`src/rtl/xintf_pkg.sv`:
```
// Shared zone-2 definitions for the XINTF read responder and write decoder.
package xintf_pkg;

    typedef enum logic [1:0] {
        ST_IDLE,
        ST_WAIT,
        ST_DRIVE,
        ST_HOLD
    } rd_state_e;

    // Zone-2 register map shared with the write-strobe decoder
    localparam logic [7:0]  ZONE2_CODE_ADDR = 8'h00;
    localparam logic [7:0]  ZONE2_FIFO_ADDR = 8'h10;
    localparam logic [15:0] ZONE2_FILL_WORD = 16'hDEAD;

endpackage

```
`src/rtl/xintf_sync.sv`:
```
// Three-flop synchroniser for an asynchronous DSP strobe, with edge detection.
module xintf_sync (
    input  logic clk_sys,
    input  logic rst_n,
    input  logic async_i,
    output logic level_o,
    output logic rise_o,
    output logic fall_o
);

    logic s1_q, s2_q, s3_q;

    // Flops come out of reset at 1 so an idle bus never looks like an edge
    always_ff @(posedge clk_sys) begin
        if (!rst_n) begin
            s1_q <= 1'b1;
            s2_q <= 1'b1;
            s3_q <= 1'b1;
        end else begin
            s1_q <= async_i;
            s2_q <= s1_q;
            s3_q <= s2_q;
        end
    end

    assign level_o = s2_q;
    assign fall_o  = s3_q & ~s2_q;
    assign rise_o  = ~s3_q & s2_q;

endmodule

```
`src/rtl/xintf_rd_responder.sv`:
```
// DSP XINTF zone-2 read responder: fetches a word and drives it onto the bus.
// Optional wait-for-data timeout enabled by defining XINTF_RD_TIMEOUT_EN.
module xintf_rd_responder
    import xintf_pkg::*;
#(
    parameter int                ADDR_W    = 8,
    parameter int                DATA_W    = 16,
    parameter logic [ADDR_W-1:0] FIFO_ADDR = ADDR_W'(ZONE2_FIFO_ADDR),
    parameter int                HOLD_CYC  = 2
`ifdef XINTF_RD_TIMEOUT_EN
    ,
    parameter int                TMO_CYC   = 15,
    parameter logic [DATA_W-1:0] FILL_WORD = DATA_W'(ZONE2_FILL_WORD)
`endif
) (
    input  logic              clk_sys,
    input  logic              rst_n,
    input  logic              xzcs2_i,
    input  logic              xrd_i,
    input  logic [ADDR_W-1:0] xa_i,
    output logic [ADDR_W-1:0] rd_addr_o,
    output logic              rd_req_o,
    input  logic [DATA_W-1:0] rd_data_i,
    input  logic              rd_valid_i,
    output logic [DATA_W-1:0] xd_out_o,
    output logic              xd_oe_o,
    output logic              fifo_pop_o,
    input  logic              err_clr_i,
    output logic              err_short_o,
    output logic              err_tmo_o
);

    localparam int HOLD_W = (HOLD_CYC > 2) ? $clog2(HOLD_CYC) : 1;

    logic rd_fall, rd_rise, rd_level_unused;
    logic cs_level, cs_rise_unused, cs_fall_unused;
    logic cs_act;

    xintf_sync u_sync_rd (
        .clk_sys (clk_sys),
        .rst_n   (rst_n),
        .async_i (xrd_i),
        .level_o (rd_level_unused),
        .rise_o  (rd_rise),
        .fall_o  (rd_fall)
    );

    xintf_sync u_sync_cs (
        .clk_sys (clk_sys),
        .rst_n   (rst_n),
        .async_i (xzcs2_i),
        .level_o (cs_level),
        .rise_o  (cs_rise_unused),
        .fall_o  (cs_fall_unused)
    );

    assign cs_act = ~cs_level;

    rd_state_e         state_q, state_d;
    logic [ADDR_W-1:0] rd_addr_q, rd_addr_d;
    logic              rd_req_q, rd_req_d;
    logic [DATA_W-1:0] xd_out_q, xd_out_d;
    logic              xd_oe_q, xd_oe_d;
    logic              fifo_pop_q, fifo_pop_d;
    logic [HOLD_W-1:0] hold_cnt_q, hold_cnt_d;
    logic              pend_q, pend_d;
    logic              err_short_q, err_short_d, short_set;

`ifdef XINTF_RD_TIMEOUT_EN
    localparam int TMO_W = (TMO_CYC > 2) ? $clog2(TMO_CYC) : 1;
    logic [TMO_W-1:0] tmo_cnt_q, tmo_cnt_d;
    logic             tmo_hit_q, tmo_hit_d;
    logic             err_tmo_q, err_tmo_d, tmo_set;
`endif

    always_ff @(posedge clk_sys) begin
        if (!rst_n) begin
            state_q     <= ST_IDLE;
            rd_addr_q   <= '0;
            rd_req_q    <= 1'b0;
            xd_out_q    <= '0;
            xd_oe_q     <= 1'b0;
            fifo_pop_q  <= 1'b0;
            hold_cnt_q  <= '0;
            pend_q      <= 1'b0;
            err_short_q <= 1'b0;
`ifdef XINTF_RD_TIMEOUT_EN
            tmo_cnt_q   <= '0;
            tmo_hit_q   <= 1'b0;
            err_tmo_q   <= 1'b0;
`endif
        end else begin
            state_q     <= state_d;
            rd_addr_q   <= rd_addr_d;
            rd_req_q    <= rd_req_d;
            xd_out_q    <= xd_out_d;
            xd_oe_q     <= xd_oe_d;
            fifo_pop_q  <= fifo_pop_d;
            hold_cnt_q  <= hold_cnt_d;
            pend_q      <= pend_d;
            err_short_q <= err_short_d;
`ifdef XINTF_RD_TIMEOUT_EN
            tmo_cnt_q   <= tmo_cnt_d;
            tmo_hit_q   <= tmo_hit_d;
            err_tmo_q   <= err_tmo_d;
`endif
        end
    end

    always_comb begin
        state_d    = state_q;
        rd_addr_d  = rd_addr_q;
        rd_req_d   = 1'b0;
        xd_out_d   = xd_out_q;
        xd_oe_d    = xd_oe_q;
        fifo_pop_d = 1'b0;
        hold_cnt_d = hold_cnt_q;
        pend_d     = pend_q;
        short_set  = 1'b0;
`ifdef XINTF_RD_TIMEOUT_EN
        tmo_cnt_d  = tmo_cnt_q;
        tmo_hit_d  = tmo_hit_q;
        tmo_set    = 1'b0;
`endif
        case (state_q)
            ST_IDLE: begin
                // A fall seen during HOLD is started here without waiting for a new edge
                if (pend_q || (rd_fall && cs_act)) begin
                    rd_addr_d = xa_i;
                    rd_req_d  = 1'b1;
                    pend_d    = 1'b0;
                    state_d   = ST_WAIT;
`ifdef XINTF_RD_TIMEOUT_EN
                    tmo_cnt_d = '0;
                    tmo_hit_d = 1'b0;
`endif
                end
            end
            ST_WAIT: begin
                if (rd_valid_i) begin
                    xd_out_d = rd_data_i;
                    xd_oe_d  = 1'b1;
                    state_d  = ST_DRIVE;
                end else if (rd_rise) begin
                    short_set = 1'b1;
                    state_d   = ST_IDLE;
                end
`ifdef XINTF_RD_TIMEOUT_EN
                else if (tmo_cnt_q == TMO_W'(TMO_CYC - 1)) begin
                    xd_out_d  = FILL_WORD;
                    xd_oe_d   = 1'b1;
                    tmo_set   = 1'b1;
                    tmo_hit_d = 1'b1;
                    state_d   = ST_DRIVE;
                end else begin
                    tmo_cnt_d = tmo_cnt_q + 1'b1;
                end
`endif
            end
            ST_DRIVE: begin
                if (rd_rise) begin
                    hold_cnt_d = HOLD_W'(HOLD_CYC - 1);
                    state_d    = ST_HOLD;
`ifdef XINTF_RD_TIMEOUT_EN
                    fifo_pop_d = (rd_addr_q == FIFO_ADDR) && !tmo_hit_q;
`else
                    fifo_pop_d = (rd_addr_q == FIFO_ADDR);
`endif
                end
            end
            ST_HOLD: begin
                if (rd_fall && cs_act) begin
                    pend_d = 1'b1;
                end
                if (hold_cnt_q == '0) begin
                    xd_oe_d  = 1'b0;
                    xd_out_d = '0;
                    state_d  = ST_IDLE;
                end else begin
                    hold_cnt_d = hold_cnt_q - 1'b1;
                end
            end
            default: state_d = ST_IDLE;
        endcase

        // A flag event in the same cycle as err_clr must not be lost
        err_short_d = short_set | (err_short_q & ~err_clr_i);
`ifdef XINTF_RD_TIMEOUT_EN
        err_tmo_d   = tmo_set | (err_tmo_q & ~err_clr_i);
`endif
    end

    assign rd_addr_o   = rd_addr_q;
    assign rd_req_o    = rd_req_q;
    assign xd_out_o    = xd_out_q;
    assign xd_oe_o     = xd_oe_q;
    assign fifo_pop_o  = fifo_pop_q;
    assign err_short_o = err_short_q;
`ifdef XINTF_RD_TIMEOUT_EN
    assign err_tmo_o   = err_tmo_q;
`else
    assign err_tmo_o   = 1'b0;
`endif

endmodule

```
`config.mk`:
```
export PLATFORM = sky130hd
export DESIGN_NAME = xintf_rd_responder
export DESIGN_NICKNAME = d
export VERILOG_FILES = /design/src/rtl/xintf_pkg.sv /design/src/rtl/xintf_sync.sv /design/src/rtl/xintf_rd_responder.sv
export SDC_FILE = /design/constraint.sdc
export NUM_CORES = 1
export LEC_CHECK = 0
export ABC_CLOCK_PERIOD_IN_PS = 1600
export BUFFER_PORTS_ARGS = -buffer_cell sky130_fd_sc_hd__buf_2
export CORE_UTILIZATION = 30
export DETAILED_ROUTE_END_ITERATION = 8
export PLACE_DENSITY = 0.63
export SLEW_MARGIN = 0
export SYNTH_ARGS = -nofsm -noshare
export SYNTH_HDL_FRONTEND = slang
export SYNTH_HIERARCHICAL = 1
export SYNTH_SLANG_ARGS = --single-unit
```
`constraint.sdc`:
```
create_clock -name clk_sys -period 1.6 [get_ports clk_sys]
set_clock_uncertainty 0.2 [all_clocks]
set_input_delay 0.24 -clock clk_sys [delete_from_list [all_inputs] [get_ports clk_sys]]
set_output_delay 0.24 -clock clk_sys [all_outputs]
set_load 0.05 [all_outputs]
```
After elaboration in Yosys (flattened, before gate mapping)
Index checks and enable logic that the tools add are counted.

storage, ports and cells
  flip-flop bits (word level) = 37
  bits in latches = 0
  memory bits (writable) = 0
  memory bits (read-only) = 0
  input port bits = 30
  memories = 0

operators by class
  add/sub/neg operators = 1
  multipliers = 0
  div/mod/pow operators = 0
  order comparisons = 0
  equal/unequal tests = 10
  shift operators = 0
  multiplexer cells = 22
  bitwise operators = 8
  reduce and logical (&&, ||, !) cells = 13

operator list
  kind                                                                   number
  16-bit two-way mux                                                     2
  16-bit one-hot mux with 2 select lines                                 1
  1-bit two-way mux                                                      10
  2-bit two-way mux                                                      5
  2-bit != test, second input constant                                   5
  3-bit AND reduction                                                    3
  8-bit by 5-bit equality test with 1-bit output, second input constant  1
  2-bit one-hot mux with 4 select lines                                  1
  1-bit one-hot mux with 2 select lines                                  3
  2-bit AND reduction                                                    3
  2-bit nonzero test                                                     3
  2-bit equality test, second input constant                             2
  1-bit NOT                                                              4
  4-bit AND reduction                                                    1
  1-bit AND                                                              3
  3-bit != test, second input constant                                   1
  2-bit by 1-bit equality test with 1-bit output, second input constant  1
  2-bit zero test                                                        1
  1-bit logical AND                                                      1
  1-bit logical OR                                                       1
  1-bit bitwise OR                                                       1
  1-bit subtractor, second input constant                                1

Longest topological paths before layout
Gate-level depths: netlist of the first run.

  depth after elaboration = 6
  gate-level depth with buffers = 5
  depth with buffers taken out = 4

By module
Netlist of the first run, hierarchy kept.

modules (own cells, without submodules)
  module              times used  cells each  area an instance (µm²)  sequential area each (µm²)
  xintf_rd_responder  1           119         1253.7                  640.6
  xintf_sync          2           8           91.3                    60.1

Least setup slack after synthesis of the first run
No wires, ideal clock.

  path type = reg-to-reg
  start = register rd_addr_q[4] (netlist: rd_addr_o[4])
  end = register fifo_pop_q (netlist: fifo_pop_o)
  setup time = 73 ps
  arrival time = 1294 ps
  required time = 1327 ps
  slack = 33 ps
  stages on the path, launching flop included = 3
  path buffers = 0
  period minus slack after synthesis = 1567 ps
  cell sequence = dfxtp_1 or4b_4 nor3_2

on the way
  word-level cells in the longest chain between the ends = 1

ends and longest elaborated chain
  element                                         RTL line                   text
  start, declared                                 xintf_rd_responder.sv:60   logic [ADDR_W-1:0] rd_addr_q, rd_addr_d;
  start signal, assigned                          xintf_rd_responder.sv:94   rd_addr_q <= rd_addr_d;
  8-bit by 5-bit equality test with 1-bit output  xintf_rd_responder.sv:167  fifo_pop_d = (rd_addr_q == FIFO_ADDR);
  end signal, assigned                            xintf_rd_responder.sv:98   fifo_pop_q <= fifo_pop_d;
  end, declared                                   xintf_rd_responder.sv:64   logic fifo_pop_q, fifo_pop_d;

No other way between the ends.
A chain may end at the register's enable or synchronous reset.

Worst setup path in the final report of the first run
  start = register hold_cnt_q
  end = register xd_out_q[6] (netlist: xd_out_o[6])

on the way
  word-level cells in the longest chain between the ends = 2

ends and longest elaborated chain
  element                               RTL line                  text
  start, declared                       xintf_rd_responder.sv:65  logic [HOLD_W-1:0] hold_cnt_q, hold_cnt_d;
  start signal, assigned                xintf_rd_responder.sv:99  hold_cnt_q <= hold_cnt_d;
  2-bit != test (no source line)        -
  3-bit AND reduction (no source line)  -
  end signal, assigned                  xintf_rd_responder.sv:96  xd_out_q <= xd_out_d;
  end, declared                         xintf_rd_responder.sv:62  logic [DATA_W-1:0] xd_out_q, xd_out_d;

No other way between the ends.

==> results of run 1 <==
[registers in the layout, indices dropped and copies added (netlist names), named ones only]
signal	flops
rd_req_o	1
err_short_o	1
u_sync_rd/level_o	1
state_q	1
hold_cnt_q	1
u_sync_cs/s1_q	1
xd_out_o	16
u_sync_rd/s3_q	1
rd_addr_o	8
u_sync_cs/level_o	1
fifo_pop_o	1
u_sync_rd/s1_q	1
xd_oe_o	1
pend_q	1
[layer usage]
metal	vias to the layer above	wire length (um)
met3	6	159
met4	0	65
met2	35	1580
met1	584	1430
met5	-	0
li1	637	-
[where the power goes]
| part | internal, W | switching, W |
|---|---|---|
| registers | 0.000934 | 0.00000737 |
| clock network | 0.000340 | 0.000319 |
| logic | 0.0000935 | 0.0000837 |
| total | 0.00137 | 0.000410 |
[what timing repair did]
| action | in CTS | in global routing |
|---|---|---|
| hold endpoints to repair | 25 | 0 |
| hold buffers | 25 | 0 |
| setup buffers | 0 | 1 |
| endpoints found under the setup margin | 0 | 6 |
| gates resized for setup | 0 | 2 |
[through the flow]
step	worst slack, ps	power, W
global placement	152	0.00109
floorplan	33.3	0.00104
global route	5.96	0.00185
detailed placement	124	0.00109
CTS	108	0.00180
finish	122	0.00178
[worst max path at each step]
stage                              startpoint                         to  cells past startpoint
global route        u_sync_rd/s3_q$_SDFF_PN1_  rd_addr_o[2]$_SDFFE_PN0P_                      5
CTS                 u_sync_rd/s3_q$_SDFF_PN1_  rd_addr_o[6]$_SDFFE_PN0P_                      5
finish                hold_cnt_q$_SDFFE_PN0P_   xd_out_o[6]$_SDFFE_PN0P_                      3
floorplan           rd_addr_o[4]$_SDFFE_PN0P_      fifo_pop_o$_SDFF_PN0_                      2
global placement    u_sync_rd/s3_q$_SDFF_PN1_  rd_addr_o[5]$_SDFFE_PN0P_                      5
detailed placement  u_sync_rd/s3_q$_SDFF_PN1_  rd_addr_o[6]$_SDFFE_PN0P_                      5
[critical path, cell delays in order (launching register included)]
cell and delay, ps:
dfxtp_1 370, and2b_1 220, o21ai_4 400, a32o_1 240
[layout make-up]
class | count | area share [%]
Tap cell | 52 | 3.09
Clock buffer | 6 | 3.92
Multi-Input combinational cell | 81 | 28.0
Timing Repair Buffer | 90 | 29.1
Inverter | 2 | 0.357
Clock inverter | 1 | 0.357
Sequential cell | 37 | 35.2
==> metrics, run 1 <==
CTS tree done; setup_tns 0 ps; share of cells above drive strength 1 35.0%; drt drc 0; GRT met2 Usage 21.0%; reg2reg end xd_out_o[6]$_SDFFE_PN0P_; final hold vios 0; CP Class reg2reg; Setup violations, final 0; drt initial violations 40; CTS Root Cell clkbuf_8; number of global-route vias before repair 1150; hold crit path type in2reg; Post-DP Area 0.00175 sq mm; clk sink count 37; Total Routed Length 3240 um; Core Region 0.00441 sq mm; Die Width between 70 and 80 um; arrival time worst endpoint about 1500 ps; most frequent cells in the layout buf_2, dfxtp_1, dlygate4sd3_1; IO Pins 59; Synth Cell Area 0.00140 sq mm; reg-to-reg slack, setup 120 ps; Congestion Overflow GR 0; crit path capture type flip-flop; H-tree Lvls 2; post-route insts no fill 269; Initial Util 31.7%; via count 1262; final period utilization 92.4%; Design Area, Final 0.00211 sq mm; multi-input logic area 591 sq um; Min-Delay Endpoint rd_addr_o[5]$_SDFFE_PN0P_; initial antenna violation count 0; global-route track usage on met3 under 10%; clk buf depth 2; leak pwr 0.924 nW; most common cell after layout, fill and taps aside buf_2; vias per cell between 4 and 5; clk_lat worst skew 290 ps; nets 247; GR peak layer met2; Hold Slack 3.31 ps; startpoint types flip-flop; final core utilization around 48%; clock slew at reported path FFs 80 ps; Worst R2R Path Depth 3; port buffer count 57; drt first pass iters 4; RD Place Congestion between 0.7 and 0.8; syn_area_per_cell ~11 sq um; height of the die 70.3 um; Area growth syn-to-layout 50.7%; first-pass GRT wire length 5110 um; RSZ-0062 raised after global routing false; Filler Cell Count 414; FP Rows 24; Post-Syn Instances 131; outcome finished, final reports clean; cts bufs inserted 5; Max Cap Viol 0; Cell Pwr Density around 840 mW/mm^2; GRT Overall Usage 13.1%; largest net degree at the start of global routing 32; post-route ant nets 0; placed insts 235; detailed placement HPWL 1990 um; ANT cells 0; Final min period 1480 ps; critical path data required time 1630 ps; syn nets 161; Register Area 741 sq um; warnings from Yosys 6; Max Fclk around 680 MHz; routing usage on met1 between 10% and 20%; worst vdd ir 576 uV; Final Max Tran Viols 0; WHS Path Cells 3; Hold Startpoint xa_i[5]; reg2reg start hold_cnt_q$_SDFFE_PN0P_; routed length per instance 12.0 um; die area a little under 0.005 sq mm; critical path peak fanout 16
(Power assumes the default switching activity.)
==> run 2, diff against run 1 <==
Settings changed: ABC_CLOCK_PERIOD_IN_PS 1600 to 1850.
Clock period 1.6 ns to 1.85 ns, I/O delays scaled along.
==> metrics, run 2 (synthesis gave the netlist of run 1 again) <==
outcome finished, final reports clean; Congestion Overflow GR 0; setup_tns 0 ps; number of global-route vias before repair 1104; largest net degree at the start of global routing 30; drt drc 0; initial antenna violation count 0; arrival time worst endpoint 1470 ps; crit path capture type flip-flop; most frequent cells in the layout buf_2, dfxtp_1, nand2_1; post-route ant nets 0; Filler Cell Count 447; Comb power frac 8.2%; routed length per instance 11.5 um; Register Area 741 sq um; Clock power frac between 30% and 40%; Resized cells post-CTS 0; Max Fclk roughly 680 MHz; Die Width 70.3 um; CTS Root Cell clkbuf_8; height of the die 70.3 um; GRT Overall Usage 12.0%; clock slew at reported path FFs 70 ps; RSZ-0062 raised after global routing false; Setup Buffers After CTS 0; via count 1176; drt first pass iters 4; Setup violations, final 0; share of cells above drive strength 1 37.8%; first-pass GRT wire length 4770 um; clk_lat worst skew approximately 270 ps; clk sink count 37; detailed placement HPWL 2010 um; cts bufs inserted 5; internal cell power 0.00112 W; Total Routed Length roughly 2900 um; Max Cap Viol 0; leak pwr 0.829 nW; final period utilization 79.4%; Final Max Tran Viols 0; RD Place Congestion 0.701; critical path peak fanout 9; CTS tree done; Hold Slack 11.4 ps; IO Pins 59; max reg flops 16; FP Rows 24; H-tree Lvls 2; CP Class reg2reg; hold crit path type in2reg; startpoint types flip-flop; sw power 0.000325 W; most common cell after layout, fill and taps aside buf_2; die area 0.00494 sq mm; Area growth syn-to-layout 33.6%; Post-CTS Hold Fix Bufs 5; Cell Pwr Density just under 800 mW/mm^2; nets around 230; final hold vios 0; multi-input logic area 591 sq um; Reg power frac 56.3%; Core Region 0.00441 sq mm; drt initial violations 59; port buffer count 57; Final min period approximately 1500 ps; ANT cells 0; Initial Util 31.7%; critical path data required time between 1500 and 2000 ps; vias per cell 4.74; switching share of power 22.5%; worst vdd ir 497 uV; clk buf depth 2
run 2: cell types whose count changed in the layout (fill, tap and decap cells not counted), sizes merged:
cell	delta
buf	-2
clkinv	+2
dlygate4sd3	-20
clkinvlp	-1
run 2: final timing paths:
path,startpoint,end,slack (ps),depth (start not counted)
max,u_sync_rd/s3_q$_SDFF_PN1_,rd_addr_o[5]$_SDFFE_PN0P_,380,5
min,rd_data_i[2],xd_out_o[2]$_SDFFE_PN0P_,10,2
max reg2reg,u_sync_rd/s3_q$_SDFF_PN1_,rd_addr_o[5]$_SDFFE_PN0P_,380,5
min reg2reg,u_sync_rd/s1_q$_SDFF_PN1_,u_sync_rd/level_o$_SDFF_PN1_,210,1
run 2: final cells by class:
class                      instances  share of cell area [%]
multi-input combinational         81                    31.6
inverter                           2                   0.402
sequential                        37                    39.7
tap                               52                    3.49
clock buffer                       6                    3.89
timing repair buffer              68                    20.4
clock inverter                     2                   0.536
run 2: through the flow:
stage | cell area, sq um | power (W) | worst slack [ps] | std cells | utilization [%]
2_1_floorplan | 1400 | 0.000896 | 283 | 131 | -
3_3_place_gp | 1730 | 0.000943 | 397 | 235 | 39.3
3_5_place_dp | 1730 | 0.000943 | 387 | 235 | 39.3
4_1_cts | 1870 | 0.00147 | 376 | 248 | 42.3
5_1_grt | 1870 | 0.00152 | 271 | 248 | 42.3
6_report | 1870 | 0.00145 | 381 | 248 | 42.3
run 2: power by group through the flow:
stage          Sequential, W  Combinational [W]  Clock [W]
2_1_floorplan       0.000852          0.0000435          0
3_3_place_gp        0.000832           0.000110          0
3_5_place_dp        0.000833           0.000111          0
4_1_cts             0.000814           0.000119   0.000538
5_1_grt             0.000815           0.000129   0.000575
6_report            0.000814           0.000118   0.000514
run 2: critical path, cell delays in order (launching register included):
cell and delay [ps]:
dfxtp_1 320, nor2b_1 120, nand2b_1 110, a211oi_2 230
buf_4 230, mux2i_1 200
run 2: metal layers:
metal | vias up | GRT usage [%] | share of wire, %
met4 | 0 | 4.67 | 1.1
met2 | 28 | 19.9 | 51
met5 | - | 0 | 0
met3 | 2 | 3.90 | 4.3
met1 | 547 | 14.2 | 44
li1 | 599 | - | -
